[config.mk]
export PLATFORM = sky130hd
export DESIGN_NAME = rcu_pipelined_flat
export DESIGN_NICKNAME = d
export VERILOG_FILES = /design/src/rtl/rcu_pipelined_pkg.sv /design/src/rtl/rcu_pipelined_if.sv /design/src/rtl/rcu_pipelined_fault_filter.sv /design/src/rtl/rcu_pipelined.sv /design/src/flat_wrapper.sv
export SDC_FILE = /design/constraint.sdc
export NUM_CORES = 1
export LEC_CHECK = 0
export CORE_ASPECT_RATIO = 1.4
export CORE_MARGIN = 2
export CORE_UTILIZATION = 40
export DETAILED_ROUTE_END_ITERATION = 16
export PLACE_DENSITY = 0.92
export SKIP_CTS_REPAIR_TIMING = 1
export SYNTH_ARGS = -nofsm -noshare
export SYNTH_HDL_FRONTEND = slang
export SYNTH_SLANG_ARGS = --single-unit
[constraint.sdc]
create_clock -name clk -period 1.8 [get_ports clk]
set_input_delay 0.18 -clock clk [delete_from_list [all_inputs] [get_ports clk]]
set_output_delay 0.18 -clock clk [all_outputs]
set_load 0.1 [all_outputs]
[src/rtl/rcu_pipelined_pkg.sv]
// Shared types for the 3-D mesh route computation unit.
// Holds the mesh geometry, coordinates, port numbering and the signed hop direction helper.
// No logic of its own; imported by the interface, the fault filter and the top.
package rcu_pipelined_pkg;

    localparam int MESH_WIDTH  = 4;
    localparam int MESH_HEIGHT = 4;
    localparam int MESH_DEPTH  = 4;
    localparam int COORD_W     = 2;

    typedef struct packed {
        logic [COORD_W-1:0] x;
        logic [COORD_W-1:0] y;
        logic [COORD_W-1:0] z;
    } position_t;

    typedef enum logic [2:0] {
        LOCAL = 3'd0,
        NORTH = 3'd1,
        SOUTH = 3'd2,
        EAST  = 3'd3,
        WEST  = 3'd4,
        UP    = 3'd5,
        DOWN  = 3'd6
    } port_t;

    localparam int PORT_COUNT = 7;

    typedef enum logic [1:0] {
        ZERO = 2'd0,
        POS  = 2'd1,
        NEG  = 2'd2
    } direction_t;

    // One extra bit on the difference so the borrow becomes the sign.
    function automatic direction_t hop_dir(input logic [COORD_W-1:0] dst,
                                           input logic [COORD_W-1:0] cur);
        logic [COORD_W:0] diff;
        diff = {1'b0, dst} - {1'b0, cur};
        if (diff == '0)
            return ZERO;
        else if (diff[COORD_W])
            return NEG;
        else
            return POS;
    endfunction

endpackage

[src/rtl/rcu_pipelined_if.sv]
// Slot-level handshake bundle between input buffers / allocator and the route unit.
// Per-slot valid/ready for head flits, release from the allocator, held route outputs, raw fault status.
// RCU_STATS_EN adds stat_detour_cnt (16-bit saturating detour count).
interface rcu_pipelined_if #(parameter int N = 14);
    import rcu_pipelined_pkg::*;

    logic [N-1:0]      in_valid;
    position_t [N-1:0] in_dest;
    logic [N-1:0]      in_ready;
    logic [N-1:0]      route_release;
    logic [N-1:0]      out_route_valid;
    port_t [N-1:0]     out_port;
    logic [N-1:0]      out_detour;
    logic              up_faulty_raw;
    logic              down_faulty_raw;
`ifdef RCU_STATS_EN
    logic [15:0]       stat_detour_cnt;
`endif

    modport master (
        output in_valid, in_dest, route_release, up_faulty_raw, down_faulty_raw,
`ifdef RCU_STATS_EN
        input  stat_detour_cnt,
`endif
        input  in_ready, out_route_valid, out_port, out_detour
    );

    modport slave (
        input  in_valid, in_dest, route_release, up_faulty_raw, down_faulty_raw,
`ifdef RCU_STATS_EN
        output stat_detour_cnt,
`endif
        output in_ready, out_route_valid, out_port, out_detour
    );

endinterface

[src/rtl/rcu_pipelined_fault_filter.sv]
// Debounces one raw vertical-link fault status: 2-flop synchroniser then a saturating run counter.
// Latency: faulty rises FAULT_FILTER+2 cycles after raw rises, falls 3 cycles after raw falls.
// No backpressure; free-running.  Ports: clk, rst_n, raw (async in), faulty (registered-derived out).
module rcu_pipelined_fault_filter #(
    parameter int FAULT_FILTER = 4
) (
    input  logic clk,
    input  logic rst_n,
    input  logic raw,
    output logic faulty
);
    localparam int CW = $clog2(FAULT_FILTER + 1);
    localparam logic [CW-1:0] LIMIT = CW'(FAULT_FILTER);

    logic          sync1;
    logic          sync2;
    logic [CW-1:0] cnt;

    always_ff @(posedge clk or negedge rst_n) begin
        if (!rst_n) begin
            sync1 <= 1'b0;
            sync2 <= 1'b0;
            cnt   <= '0;
        end else begin
            sync1 <= raw;
            sync2 <= sync1;
            // Any single low sample restarts the run.
            if (!sync2)
                cnt <= '0;
            else if (cnt != LIMIT)
                cnt <= cnt + 1'b1;
        end
    end

    assign faulty = (cnt >= LIMIT);

endmodule

[src/rtl/rcu_pipelined.sv]
// Registered Z-X-Y route computation for every (input port, VC) slot, with fault-aware vertical detours.
// Latency 1: route valid the cycle after accept; held until route_release, then one bubble before in_ready.
// Backpressure: in_ready[s] = ~busy[s], no combinational ready path.  Optional macro RCU_STATS_EN adds stat_detour_cnt.
// Ports: clk, rst_n (async active-low), rif (slave modport of rcu_pipelined_if).
module rcu_pipelined
    import rcu_pipelined_pkg::*;
#(
    parameter position_t   THIS_POS     = '{x: 0, y: 0, z: 0},
    parameter int          NUM_VC       = 2,
    parameter int          FAULT_FILTER = 4,
    parameter logic [15:0] LFSR_SEED    = 16'hACE1
) (
    input  logic           clk,
    input  logic           rst_n,
    rcu_pipelined_if.slave rif
);
    localparam int N = PORT_COUNT * NUM_VC;
    localparam logic [COORD_W-1:0] X_MAX = COORD_W'(MESH_WIDTH - 1);
    localparam logic [COORD_W-1:0] Y_MAX = COORD_W'(MESH_HEIGHT - 1);

    logic          up_faulty;
    logic          down_faulty;
    logic [15:0]   lfsr;
    logic [N-1:0]  busy;
    logic [N-1:0]  acc;
    logic [N-1:0]  detour_q;
    logic [N-1:0]  nxt_detour;
    port_t [N-1:0] port_q;
    port_t [N-1:0] nxt_port;

    rcu_pipelined_fault_filter #(.FAULT_FILTER(FAULT_FILTER)) u_up_filter (
        .clk(clk), .rst_n(rst_n), .raw(rif.up_faulty_raw), .faulty(up_faulty)
    );

    rcu_pipelined_fault_filter #(.FAULT_FILTER(FAULT_FILTER)) u_down_filter (
        .clk(clk), .rst_n(rst_n), .raw(rif.down_faulty_raw), .faulty(down_faulty)
    );

    // Galois LFSR, polynomial 0xB400, free-running; supplies per-slot tie-break bits.
    always_ff @(posedge clk or negedge rst_n) begin
        if (!rst_n)
            lfsr <= LFSR_SEED;
        else
            lfsr <= {1'b0, lfsr[15:1]} ^ (lfsr[0] ? 16'hB400 : 16'h0000);
    end

    for (genvar s = 0; s < N; s++) begin : g_slot
        localparam port_t INPORT = port_t'(s / NUM_VC);

        direction_t dz;
        direction_t dx;
        direction_t dy;
        port_t      xdir;
        logic       use_y;
        port_t      route_port;
        logic       route_det;

        always_comb begin
            dz         = hop_dir(rif.in_dest[s].z, THIS_POS.z);
            dx         = hop_dir(rif.in_dest[s].x, THIS_POS.x);
            dy         = hop_dir(rif.in_dest[s].y, THIS_POS.y);
            xdir       = EAST;
            use_y      = 1'b0;
            route_port = LOCAL;
            route_det  = 1'b0;
            if ((dz == POS && up_faulty) || (dz == NEG && down_faulty)) begin
                route_det = 1'b1;
                // Edge position or arrival side forces the X choice; otherwise the LFSR spreads load.
                if (THIS_POS.x == '0 || INPORT == WEST)
                    xdir = EAST;
                else if (THIS_POS.x == X_MAX || INPORT == EAST)
                    xdir = WEST;
                else
                    xdir = lfsr[s % 16] ? EAST : WEST;
                // No legal X hop (U-turn or off-mesh): side-step in Y instead.
                use_y = (MESH_WIDTH == 1) || (xdir == INPORT) ||
                        (xdir == EAST && THIS_POS.x == X_MAX) ||
                        (xdir == WEST && THIS_POS.x == '0);
                if (use_y)
                    route_port = (THIS_POS.y < Y_MAX) ? NORTH : SOUTH;
                else
                    route_port = xdir;
            end else if (dz == POS) begin
                route_port = UP;
            end else if (dz == NEG) begin
                route_port = DOWN;
            end else if (dx == POS) begin
                route_port = EAST;
            end else if (dx == NEG) begin
                route_port = WEST;
            end else if (dy == POS) begin
                route_port = NORTH;
            end else if (dy == NEG) begin
                route_port = SOUTH;
            end
        end

        assign nxt_port[s]   = route_port;
        assign nxt_detour[s] = route_det;
    end

    assign acc = rif.in_valid & ~busy;

    always_ff @(posedge clk or negedge rst_n) begin
        if (!rst_n) begin
            busy     <= '0;
            detour_q <= '0;
            for (int s = 0; s < N; s++)
                port_q[s] <= LOCAL;
        end else begin
            for (int s = 0; s < N; s++) begin
                if (busy[s]) begin
                    if (rif.route_release[s])
                        busy[s] <= 1'b0;
                end else if (rif.in_valid[s]) begin
                    busy[s]     <= 1'b1;
                    port_q[s]   <= nxt_port[s];
                    detour_q[s] <= nxt_detour[s];
                end
            end
        end
    end

    assign rif.in_ready        = ~busy;
    assign rif.out_route_valid = busy;
    assign rif.out_port        = port_q;
    assign rif.out_detour      = detour_q;

`ifdef RCU_STATS_EN
    logic [15:0] stat_q;
    logic [16:0] stat_sum;

    always_comb begin
        stat_sum = {1'b0, stat_q};
        for (int s = 0; s < N; s++)
            stat_sum = stat_sum + {16'd0, acc[s] & nxt_detour[s]};
    end

    always_ff @(posedge clk or negedge rst_n) begin
        if (!rst_n)
            stat_q <= '0;
        else
            stat_q <= stat_sum[16] ? 16'hFFFF : stat_sum[15:0];
    end

    assign rif.stat_detour_cnt = stat_q;
`endif

endmodule

[src/flat_wrapper.sv]
// flat-port wrapper written by rule: the top's interface ports become plain ports
module rcu_pipelined_flat import rcu_pipelined_pkg::*;
#(
    parameter position_t   THIS_POS     = '{x: 0, y: 0, z: 0},
    parameter int          NUM_VC       = 2,
    parameter int          FAULT_FILTER = 4,
    parameter logic [15:0] LFSR_SEED    = 16'hACE1
)
  (clk, rst_n, rif_in_valid, rif_in_dest, rif_route_release, rif_up_faulty_raw, rif_down_faulty_raw, rif_in_ready, rif_out_route_valid, rif_out_port, rif_out_detour);
  rcu_pipelined_if #(.N((PORT_COUNT * NUM_VC))) rif_i ();
  input  logic clk;
  input  logic rst_n;
  input wire logic [$bits(rif_i.in_valid)-1:0] rif_in_valid;
  input wire logic [$bits(rif_i.in_dest)-1:0] rif_in_dest;
  input wire logic [$bits(rif_i.route_release)-1:0] rif_route_release;
  input wire logic [$bits(rif_i.up_faulty_raw)-1:0] rif_up_faulty_raw;
  input wire logic [$bits(rif_i.down_faulty_raw)-1:0] rif_down_faulty_raw;
  output wire logic [$bits(rif_i.in_ready)-1:0] rif_in_ready;
  output wire logic [$bits(rif_i.out_route_valid)-1:0] rif_out_route_valid;
  output wire logic [$bits(rif_i.out_port)-1:0] rif_out_port;
  output wire logic [$bits(rif_i.out_detour)-1:0] rif_out_detour;
  assign rif_i.in_valid = rif_in_valid;
  assign rif_i.in_dest = rif_in_dest;
  assign rif_i.route_release = rif_route_release;
  assign rif_i.up_faulty_raw = rif_up_faulty_raw;
  assign rif_i.down_faulty_raw = rif_down_faulty_raw;
  assign rif_in_ready = rif_i.in_ready;
  assign rif_out_route_valid = rif_i.out_route_valid;
  assign rif_out_port = rif_i.out_port;
  assign rif_out_detour = rif_i.out_detour;
  rcu_pipelined #(.THIS_POS(THIS_POS), .NUM_VC(NUM_VC), .FAULT_FILTER(FAULT_FILTER), .LFSR_SEED(LFSR_SEED)) u_core (.clk(clk), .rst_n(rst_n), .rif(rif_i));
endmodule
==> Word-level counts from Yosys, hierarchy flattened <==
Index checks and enable logic that the tools add are counted.
W data, S select, Z words.
{ "op_classes": {"magnitude_cmp": 2, "eq_ne": 112, "multipliers": 0, "bitwise_logic": 15, "reduce_logical": 112, "muxes": 228, "add_sub_neg": 2, "shift": 0, "div": 0} }
{ "ops": {"columns": ["op", "count"], "rows": [
  ["$mux W3", 116],
  ["$logic_not A3 Y1", 44],
  ["$mux W1", 98],
  ["$eq A1 B2 Y1 const B", 42],
  ["$eq A3 B3 Y1 const B", 18],
  ["$eq A1 B1 Y1 const B", 42],
  ["$logic_and A1 B1 Y1", 28],
  ["$mux W2", 14],
  ["$reduce_and A2 Y1", 14],
  ["$logic_or A1 B1 Y1", 26],
  ["$not A1 Y1", 14],
  ["$not A14 Y14", 1],
  ["$eq A3 B2 Y1 const B", 4],
  ["$add A3 B1 Y3 const B", 2],
  ["$eq A3 B1 Y1 const B", 2],
  ["$ge A3 B3 Y1 const B", 2],
  ["$ne A3 B3 Y1 const B", 2],
  ["$ne A2 B1 Y1 const B", 2]
]} }
{ "word_totals": {"reg_bits": 80, "memories": 0, "input_bits": 116, "latch_bits": 0, "ram_bits": 0, "rom_bits": 0, "out_inout_bits": 84} }

==> Longest topological paths before layout <==
Gate-level depths: netlist of run 1.
{ "depth": {"word_depth": 10, "ltp_mapped": 5, "mapped_depth_nobuf": 5} }

==> Hierarchy <==
A second synthesis of run 1 with hierarchy kept.
{ "unflattened": {"hier_cells": 303, "hier_area_um2": 3442.1} }
{ "by_module_without_submodules": {"columns": ["mod", "n_inst", "seq_area_each_um2", "cells_per_inst", "area_per_inst_um2"], "rows": [
  ["rcu_pipelined", 1, 1751.7, 283, 3226.8],
  ["rcu_pipelined_fault_filter", 1, 125.1, 20, 215.2]
]} }

==> Worst setup path after synthesis of run 1 <==
Ideal clock, no wire load.
{ "synth_timing": {"path_kind": "flip-flop to flip-flop", "startpoint": "reg u_core.busy[0], in the netlist u_core.rif.out_route_valid[0]", "endpoint": "reg u_core.busy[0], in the netlist u_core.rif.out_route_valid[0]", "path_stages_with_launch": 3, "path_buffers": 0, "path_slack_ps": -166, "t_required_ps": 1706, "arrival_ps": 1873, "cell_sequence": "dfrtp_1 > inv_1 > o21ai_0"} }
{ "synth_via": {"elab_chain_cells": 1} }
{ "synth_rtl": {"columns": ["element", "line", "rtl"], "rows": [
  ["start: declaration", "rcu_pipelined.sv:24", "logic [N-1:0] busy;"],
  ["start signal: assignment", "rcu_pipelined.sv:106", "busy <= '0;"],
  ["start signal: indexed assignment", "rcu_pipelined.sv:114", "busy[s] <= 1'b0;"],
  ["start signal: indexed assignment", "rcu_pipelined.sv:116", "busy[s] <= 1'b1;"],
  ["$mux W1", "rcu_pipelined.sv:112", "if (busy[s]) begin"]
]} }
Every way passes these cells.
A chain may end at the register's enable or synchronous reset.

==> Worst setup path after layout of run 1 <==
{ "layout_timing": {"startpoint": "reg u_core.busy[1], in the netlist u_core.rif.out_route_valid[1]", "endpoint": "out rif_out_route_valid[1]"} }
{ "layout_rtl": {"columns": ["element", "line", "rtl"], "rows": [
  ["end: declaration", "flat_wrapper.sv:19", "output wire logic [$bits(rif_i.out_route_valid)-1:0] rif_out_route_valid;"]
]} }
No word-level cell between the ends.

==> flow_metrics.tcl, run 1 <==
set metrics [dict create \
    cts_buffers 9 \
    avgSynthCellArea_sq_um 10.8 \
    r2r_cells 2 \
    io_buffers 198 \
    clock.fmax_mhz 815 \
    yosysTopAreaCellShare_pct 57.7 \
    routed_wl_microns 9220 \
    status "complete, no violations" \
    io_pins 200 \
    final-max-slew-violation-count 0 \
    syn_nets 419 \
    drt_iter0_drc 83 \
    first_global_vias 3315 \
    critPathKind "reg2out" \
    gp_congestion 0.751 \
    drt-pass1-iter-count 4 \
    synth-main-ff-cell "dfrtp_1" \
    clockBufferDepth 2 \
    die_w_microns 80.2 \
    start_kind "register" \
    fin_skew_ns 0.00523 \
    cts_max_level 3 \
    tightestPinTransition_ns 0.475 \
    yosysMostFrequentCell "dfrtp_1" \
    syn_area_sq_mm 0.00325 \
    final_util_pct 71.5 \
    clock_sinks 75 \
    crit_path_top_delay_cell "dfrtp_2" \
    coreArea_sq_mm 0.00785 \
    path_cells "buf_4" \
    layout_min_cycle_time_ns 1.23 \
    relSlewSlack_pct 68.3 \
    crit_fanout 3 \
    clk_pin_slew_ns 0.08 \
    synth.distinct_cells 21 \
    diodes 0 \
    synth_seq_cells 75 \
    required_ns 1.62 \
    crit_family "flip-flops" \
    antenna_found_initial 0 \
    p_per_area_mw_per_mm2 1400 \
    clkLatencyLatePin_ns 0.34 \
    leakagePower_nw 2.47 \
    hp-class "in2reg" \
    yosysSeqAreaShare_pct 57.7 \
    finalSetupTns_ns 0 \
    yosys-top-cells-area "dfrtp_1 58%, nor2_1 6.5%, nor4_2 4.6%" \
    antenna_left 0 \
    maxCapViolCount 0 \
    areaGrowthSynthToFinish_pct 72.4 \
    setup_viol 0 \
    power_mw 7.84 \
    postSynthCellCount 301 \
    row_count 38 \
    yosys-top-cells-count "75 x dfrtp_1, 56 x nor2_1, 18 x nand2_1, 17 x inv_1" \
    hold_depth 1 \
    place_hpwl_microns 7580 \
    dp.cells 585 \
    hold-path-endpoint "u_core.u_up_filter.sync1$_DFF_PN0_" \
    drive_gt1_share_pct 31.5 \
    die-height_microns 111 \
    globalRouteOverflowTotal 0 \
    hold_path_startpoint "rif_up_faulty_raw" \
    min_period_over_period_pct 68.2 \
    arrival_ns 1.05 \
    routedWlPerCell_microns 15.3 \
    crit_buf_inv 1 \
    worstReg2RegStart "u_core.rif.out_route_valid[11]$_DFF_PN0_" \
    grt_pass1_wl_microns 14800 \
    synth_edf_count 0 \
    synth_top_cell_by_area "dfrtp_1" \
    grt_max_degree 41 \
    drc 0 \
    cts_tree "done" \
    cp-end-kind "output port" \
    post_layout_nonfiller_instances 602 \
    timing.rr.end "u_core.rif.out_port[35]$_DFFE_PN0P_" \
    clockRootBuffer "clkbuf_8" \
    cp_slowest_stage_delay_ns 0.41 \
    yosys_warnings 0 \
    fp.dieArea_sq_mm 0.00888 \
    async_flop_share_pct 100 \
    vias 3008 \
    hold_violations 0 \
    grt_use_total_pct 21.4 \
    r2r_slack_ns 0.59 \
    layout.nets 615 \
    via_per_inst 5.00 \
    start_util_pct 41.5 \
    rsz0062_at_grt "no" \
    vdd_drop_max_mv 0.821 \
]
power by group:
part / total (mW) / internal [mW] / leakage [nW] / switching, mW
Sequential: 2.18 / 1.99 / 0.898 / 0.195
Combinational: 4.04 / 1.02 / 1.44 / 3.03
Clock: 1.62 / 1.03 / 0.133 / 0.584
Total: 7.84 / 4.04 / 2.47 / 3.81
stage by stage:
| step | hold WS [ns] | setup slack [ns] | area [sq um] |
|---|---|---|---|
| floorplan | -0.116 | 0.146 | 3320 |
| CTS | -0.209 | 0.554 | 5600 |
| global route | 0.272 | 0.526 | 5610 |
| finish | 0.273 | 0.572 | 5610 |
| detailed placement | 0.169 | 0.371 | 5340 |
| global placement | 0.167 | 0.407 | 5340 |
flip-flops by register name, summed over array words and instances, names as in the netlist:
name	cells
u_core.rif.out_port	42
u_core.u_up_filter.sync2	1
u_core.u_up_filter.cnt	3
u_core.rif.out_route_valid	14
u_core.rif.out_detour	14
u_core.u_up_filter.sync1	1
cells by family after synthesis:
family                   synth area share [%]
buffers and inverters                    4.73
multiplexers                             4.15
adder cells (fa/ha/maj)                 0.769
XOR/XNOR                                0.269
AND/OR/NAND/NOR                          16.2
flip-flops                               57.7
AO/OA/AOI/OAI                            16.2
worst max-delay path by stage:
| stage | startpoint | to | slack (ns) | cells past startpoint |
|---|---|---|---|---|
| floorplan | u_core.rif.out_route_valid[0]$_DFF_PN0_ | u_core.rif.out_route_valid[0]$_DFF_PN0_ | 0.15 | 2 |
| global placement | rif_in_dest[19] | u_core.rif.out_port[9]$_DFFE_PN0P_ | 0.41 | 4 |
| detailed placement | rif_in_dest[19] | u_core.rif.out_port[9]$_DFFE_PN0P_ | 0.37 | 4 |
| CTS | u_core.rif.out_route_valid[1]$_DFF_PN0_ | rif_in_ready[1] | 0.55 | 2 |
| global route | u_core.rif.out_route_valid[10]$_DFF_PN0_ | rif_in_ready[10] | 0.53 | 2 |
| finish | u_core.rif.out_route_valid[1]$_DFF_PN0_ | rif_out_route_valid[1] | 0.57 | 1 |
area by class of cell:
cell class / instances / area, sq um
well taps: 100 / 125
fillers: 579 / 2240
flip-flops and latches: 75 / 1890
clock inverters: 4 / 95.1
clock buffers: 12 / 165
repair buffers: 202 / 1990
inverters: 17 / 116
multi-input cells: 192 / 1220
placed cells by master (no fill, tap or decap):
cell type	count
o21ai_0	15
mux2_2	12
buf_4	73
o41ai_2	2
dfrtp_2	14
inv_1	3
nand2_1	18
nor4_2	12
clkdlybuf4s50_1	113
and2_1	1
nand2b_1	14
a21oi_1	12
a21o_1	14
nor2_1	56
clkinv_2	1
clkinvlp_4	14
bufinv_16	3
a22o_1	14
o31ai_1	14
dfrtp_1	61
ha_1	2
xnor2_1	1
dlygate4sd3_1	1
clkbuf_8	12
buf_12	15
a21boi_0	1
a31oi_1	3
nand3_1	1
layer usage:
| metal | global-route usage [%] | vias up | wire [microns] |
|---|---|---|---|
| met5 | 0 | - | 0 |
| li1 | - | 1426 | - |
| met2 | 40.8 | 112 | 5260 |
| met3 | 4.64 | 19 | 580 |
| met1 | 21.5 | 1451 | 3150 |
| met4 | 9.04 | 0 | 223 |
(Power assumes the default switching activity.)
==> run 2: changes to the inputs <==
--- a/config.mk
+++ b/config.mk
@@ -7,9 +7,9 @@
 export LEC_CHECK = 0
 export CORE_ASPECT_RATIO = 1.4
 export CORE_MARGIN = 2
-export CORE_UTILIZATION = 40
+export CORE_UTILIZATION = 37
 export DETAILED_ROUTE_END_ITERATION = 16
-export PLACE_DENSITY = 0.92
+export PLACE_DENSITY = 0.86
 export SKIP_CTS_REPAIR_TIMING = 1
 export SYNTH_ARGS = -nofsm -noshare
 export SYNTH_HDL_FRONTEND = slang
==> constraint.sdc (replaced) <==
create_clock -name clk -period 1.3 [get_ports clk]
set_input_delay 0.13 -clock clk [delete_from_list [all_inputs] [get_ports clk]]
set_output_delay 0.13 -clock clk [all_outputs]
set_load 0.1 [all_outputs]
==> run 2 against run 1 <==
The run now ends with setup timing left. Setup slack got worse by 0.61 ns. First-iteration DRC count decreased by 19%. Cell area increased by 20%. Hold slack got worse by 0.0055 ns. Critical path type unchanged. Highest routed layer unchanged.
==> flow_metrics.tcl, run 2 (synthesized netlist as in run 1, its figures left out) <==
set metrics [dict create \
    worstReg2RegStart "u_core.rif.out_route_valid[3]$_DFF_PN0_" \
    arrival_ns 1.21 \
    fp.dieArea_sq_mm 0.00957 \
    clock_sinks 75 \
    status "finished with violations" \
    required_ns 1.17 \
    die-height_microns 115 \
    io_buffers 198 \
    r2r_slack_ns 0.05 \
    finalSetupTns_ns -0.0362 \
    hold_depth 1 \
    relSlewSlack_pct 72.7 \
    cp-end-kind "output port" \
    io_pins 200 \
    routed_wl_microns 10500 \
    start_kind "register" \
    final_cell_mix "113 x clkdlybuf4s50_1, 86 x buf_12, 61 x dfrtp_1, 56 x nor2_1, 18 x nand2_1" \
    final-max-slew-violation-count 0 \
    vias 3093 \
    clkLatencyLatePin_ns 0.33 \
    clock.fmax_mhz 748 \
    setup_viol 1 \
    dp.cells 601 \
    place_hpwl_microns 8150 \
    leakagePower_nw 2.86 \
    grt_pass1_wl_microns 16800 \
    grt_max_degree 76 \
    areaGrowthSynthToFinish_pct 107 \
    min_period_over_period_pct 103 \
    first_global_vias 3480 \
    start_util_pct 38.0 \
    drc 0 \
    hp-class "in2reg" \
    r2r_cells 2 \
    drt_iter0_drc 67 \
    layout_min_cycle_time_ns 1.34 \
    hold_path_startpoint "rif_up_faulty_raw" \
    antenna_left 0 \
    rsz0062_at_grt "yes" \
    drt-pass1-iter-count 5 \
    row_count 40 \
    gp_congestion 0.802 \
    layout.nets 626 \
    grt_use_total_pct 22.2 \
    clk_pin_slew_ns 0.06 \
    globalRouteOverflowTotal 0 \
    coreArea_sq_mm 0.00856 \
    die_w_microns 83.2 \
    cts_tree "done" \
    antenna_found_initial 0 \
    largest_reg_flops 42 \
    violations "setup timing" \
    vdd_drop_max_mv 1.27 \
    post_layout_nonfiller_instances 618 \
    layout_commonest_cell "clkdlybuf4s50_1" \
    p_per_area_mw_per_mm2 1910 \
    whs_ns 0.267 \
    maxCapViolCount 0 \
    crit_fanout 2 \
    via_per_inst 5.00 \
    layout_setup_ws_ns -0.0362 \
    multi_input_comb_area_sq_mm 0.00123 \
    clockRootBuffer "clkbuf_16" \
    tightestPinTransition_ns 0.410 \
    power_mw 12.8 \
    timing.rr.end "u_core.rif.out_port[11]$_DFFE_PN0P_" \
    ff_latch_area_sq_mm 0.00193 \
    diodes 0 \
    drive_gt1_share_pct 33.5 \
    cts_buffers 9 \
    hold_violations 0 \
    nFillCells 499 \
    hold-path-endpoint "u_core.u_up_filter.sync1$_DFF_PN0_" \
    critPathKind "reg2out" \
    routedWlPerCell_microns 16.9 \
    clockBufferDepth 2 \
    fin_skew_ns 0.00609 \
    cts_max_level 3 \
]
[run 2: changes by cell type in the layout (fill, tap and decap cells not counted), moves of 3 or more]
cell / previous run / this run
buf_12: 15 / 86
buf_4: 73 / 12
clkbuf_16: 0 / 9
clkbuf_8: 12 / 1
dfrtp_2: 14 / 0
dfrtp_4: 0 / 14
nand2b_1: 14 / 11
nand2b_2: 0 / 3
o21ai_0: 15 / 1
o21ai_1: 0 / 14
[run 2: worst max-delay path by stage]
stage	cells past startpoint	start	slack (ns)	end
floorplan	2	u_core.rif.out_route_valid[0]$_DFF_PN0_	-0.16	u_core.rif.out_route_valid[0]$_DFF_PN0_
global placement	4	rif_in_dest[55]	-0.01	u_core.rif.out_port[27]$_DFFE_PN0P_
detailed placement	4	rif_in_dest[79]	-0.06	u_core.rif.out_port[39]$_DFFE_PN0P_
CTS	3	u_core.rif.out_route_valid[9]$_DFF_PN0_	-0.07	rif_in_ready[9]
global route	3	u_core.rif.out_route_valid[9]$_DFF_PN0_	-0.06	rif_in_ready[9]
finish	3	u_core.rif.out_route_valid[9]$_DFF_PN0_	-0.04	rif_in_ready[9]
[run 2: critical path: stages (launching register included)]
cell and delay (ns):
dfrtp_4 0.48, buf_6 0.14, clkinvlp_4 0.09, buf_12 0.17
[run 2: cell type report]
class / instances / area share, %
multi-input cells: 192 / 18.4
clock inverters: 5 / 1.49
well taps: 105 / 1.96
flip-flops and latches: 75 / 28.7
clock buffers: 11 / 3.61
repair buffers: 213 / 44.1
inverters: 17 / 1.73
[run 2: through the flow]
stage	cell area (sq um)	util (%)	worst slack (ns)
after detailed placement	6350	74.2	-0.0564
final	6720	78.5	-0.0362
after CTS	6690	78.2	-0.0711
after floorplan	3390	-	-0.157
after global placement	6350	74.2	-0.0129
after global routing	6720	78.5	-0.0617
[run 2: routing by layer]
metal / wire [microns] / track usage, % / part of all wire, %
met1: 3580 / 22.1 / 34
met2: 6020 / 42.5 / 58
met3: 580 / 5.38 / 5.5
met4: 277 / 11.4 / 2.6
met5: 0 / 0 / 0
[run 2: power breakdown]
group          switching, mW  total, mW  internal, mW
sequential             0.503       3.29          2.79
clock                  0.935       2.86          1.92
combinational           4.25       6.70          2.45
==> run 3: changes to the inputs <==
--- a/config.mk
+++ b/config.mk
@@ -11,6 +11,7 @@
 export DETAILED_ROUTE_END_ITERATION = 16
 export PLACE_DENSITY = 0.86
 export SKIP_CTS_REPAIR_TIMING = 1
+export SLEW_MARGIN = 20
 export SYNTH_ARGS = -nofsm -noshare
 export SYNTH_HDL_FRONTEND = slang
 export SYNTH_SLANG_ARGS = --single-unit
==> results of run 3 <==
Same layout as run 2: the final DEF is identical, and so are final timing and power.
==> patch, RTL diff (flow settings as in run 2) <==
`FAULT_FILTER` is set to 4 in 3 places; all go to 2.
--- a/src/rtl/rcu_pipelined_fault_filter.sv
+++ b/src/rtl/rcu_pipelined_fault_filter.sv
@@ -3,5 +3,5 @@
 // No backpressure; free-running.  Ports: clk, rst_n, raw (async in), faulty (registered-derived out).
 module rcu_pipelined_fault_filter #(
-    parameter int FAULT_FILTER = 4
+    parameter int FAULT_FILTER = 2
 ) (
     input  logic clk,
--- a/src/rtl/rcu_pipelined.sv
+++ b/src/rtl/rcu_pipelined.sv
@@ -8,5 +8,5 @@
     parameter position_t   THIS_POS     = '{x: 0, y: 0, z: 0},
     parameter int          NUM_VC       = 2,
-    parameter int          FAULT_FILTER = 4,
+    parameter int          FAULT_FILTER = 2,
     parameter logic [15:0] LFSR_SEED    = 16'hACE1
 ) (
--- a/src/flat_wrapper.sv
+++ b/src/flat_wrapper.sv
@@ -4,5 +4,5 @@
     parameter position_t   THIS_POS     = '{x: 0, y: 0, z: 0},
     parameter int          NUM_VC       = 2,
-    parameter int          FAULT_FILTER = 4,
+    parameter int          FAULT_FILTER = 2,
     parameter logic [15:0] LFSR_SEED    = 16'hACE1
 )
Check against the original RTL: no difference found for any inputs over 4 cycles, from zero or initial values and one cycle with rst_n low; that may be too few to reach the edited logic, so the function may still have changed.
==> patch against run 2 <==
- the run still ends with setup timing left
- core utilization increased by 5.9 points
- die area decreased by 2.5%
- synthesized cell count decreased by 1.3%
- routed wire length increased by 9.9%
- worst setup slack got worse by 3.0 ps
- cell area increased by 3.6%
- sequential power increased by 25%
- sequential cell count decreased by 1
- area after synthesis decreased by 2.7%
- count of clock-buffer cells in the layout decreased by 1
- total power increased by 53%
==> patch: results (changes against run 2) <==
- Routed via count: 3,213 (+3.9%)
- Vias in the first global route: 3,630 (+4.3%)
- WHS: 183 ps (-83.9 ps)
- Met3 GRT Util: 5.85% (+0.47 points)
- Maximum vdd drop: 2660 uV (+110%)
- Placed cell areas: 6430 um^2 (+1.3%)
- Commonest cells in the synthesized netlist: dfrtp_1, nand2_1, nor2_1
- Failing checks: setup timing
- Worst setup startpoint: u_core.u_up_filter.cnt[1]$_DFFE_PN0P_
- Pre-antenna DRT Iters: 4 (-1)
- Global Route Usage Sum: 24.7% (+2.6 points)
- Critical Path Slowest Stage Cell: dfrtp_1
- Critical path arrival: 1600 ps (+390 ps)
- Worst flop-to-flop path endpoint: u_core.rif.out_port[8]$_DFFE_PN0P_
- Nets: 643 (+2.7%)
- Critical path endpoint: u_core.rif.out_port[8]$_DFFE_PN0P_
- First-pass GRT wire length: 17.4 mm (+3.1%)
- Synth area leaders: dfrtp_1, o31ai_1, nand2_1
- Final WS setup: -39.2 ps (-3.01 ps)
- Min-Delay Path Class: primary input to async pin
- Largest net degree at the start of global routing: 35 (-54%)
- Mapped Nets: 414 (-1.2%)
- WL/cell: 18.2 um (+7.3%)
- Filler instances: 400 (-20%)
- Status: finished, violations left
- Register area share after synthesis: 58.5% (+0.78 points)
- DP Worst Slack: -260 ps (-204 ps)
- Layout cells sized above 1: 39.5% (+6.0 points)
- Leak: 0.00298 uW (+4.1%)
- Max FO, Critical Path: 8 (+6)
- Gpl congestion: 0.830 (+3.5%)
- WS Path Type: flop to flop
- Final setup fails: 12 (+11)
- Critical Path Max Stage Delay: 410 ps (-70 ps)
- GR Util met1: 23.6% (+1.5 points)
- Count of different cell masters after synthesis: 24 (+14%)
[patch: cell types whose count changed after synthesis, moves of 5 or more]
cell and change:
a22o_1 -14, o21ai_0 +7, nor4_1 +13, o31ai_1 +11, mux2_2 -6, buf_2 -14
nor4_2 -12, nor2_4 +6, mux2_4 +5, nand2_1 +15, clkbuf_1 +14, nor2_1 -25
[patch: routing by layer]
metal	wire length, um	part of all wire [%]
met1	3670	32
met4	419	3.6
met5	0	0
met3	629	5.5
met2	6780	59
[patch: layout make-up]
type                            count  area (um^2)  share of cell area [%]
Sequential cell                    74         1900                    27.4
Inverter                           15          109                    1.56
Timing Repair Buffer              235         3160                    45.4
Clock buffer                       10          229                    3.29
Clock inverter                      6         91.3                    1.31
Multi-Input combinational cell    191         1340                    19.3
Tap cell                          102          128                    1.83
[patch: metrics by stage]
step	utilization (%)	setup TNS, ps	instances
detailed placement	78.0	-3680	615
global placement	78.0	-1980	615
finish	84.4	-233	633
floorplan	-	-3270	297
global route	84.4	-954	633
CTS	81.9	-3030	631
[patch: logic make-up after synthesis]
family | Yosys count | share of synthesized area (%)
simple gates | 102 | 16.0
compound gates | 76 | 15.7
mux | 11 | 4.50
buf+inv | 32 | 4.58
xor+xnor | 1 | 0.277
flops | 74 | 58.5
fa+ha+maj | 1 | 0.395
[patch: power breakdown]
group          leakage [uW]  internal [uW]  switching, uW
registers          0.000884           3160            947
clock network      0.000157           1690            946
logic               0.00194           4720           8160
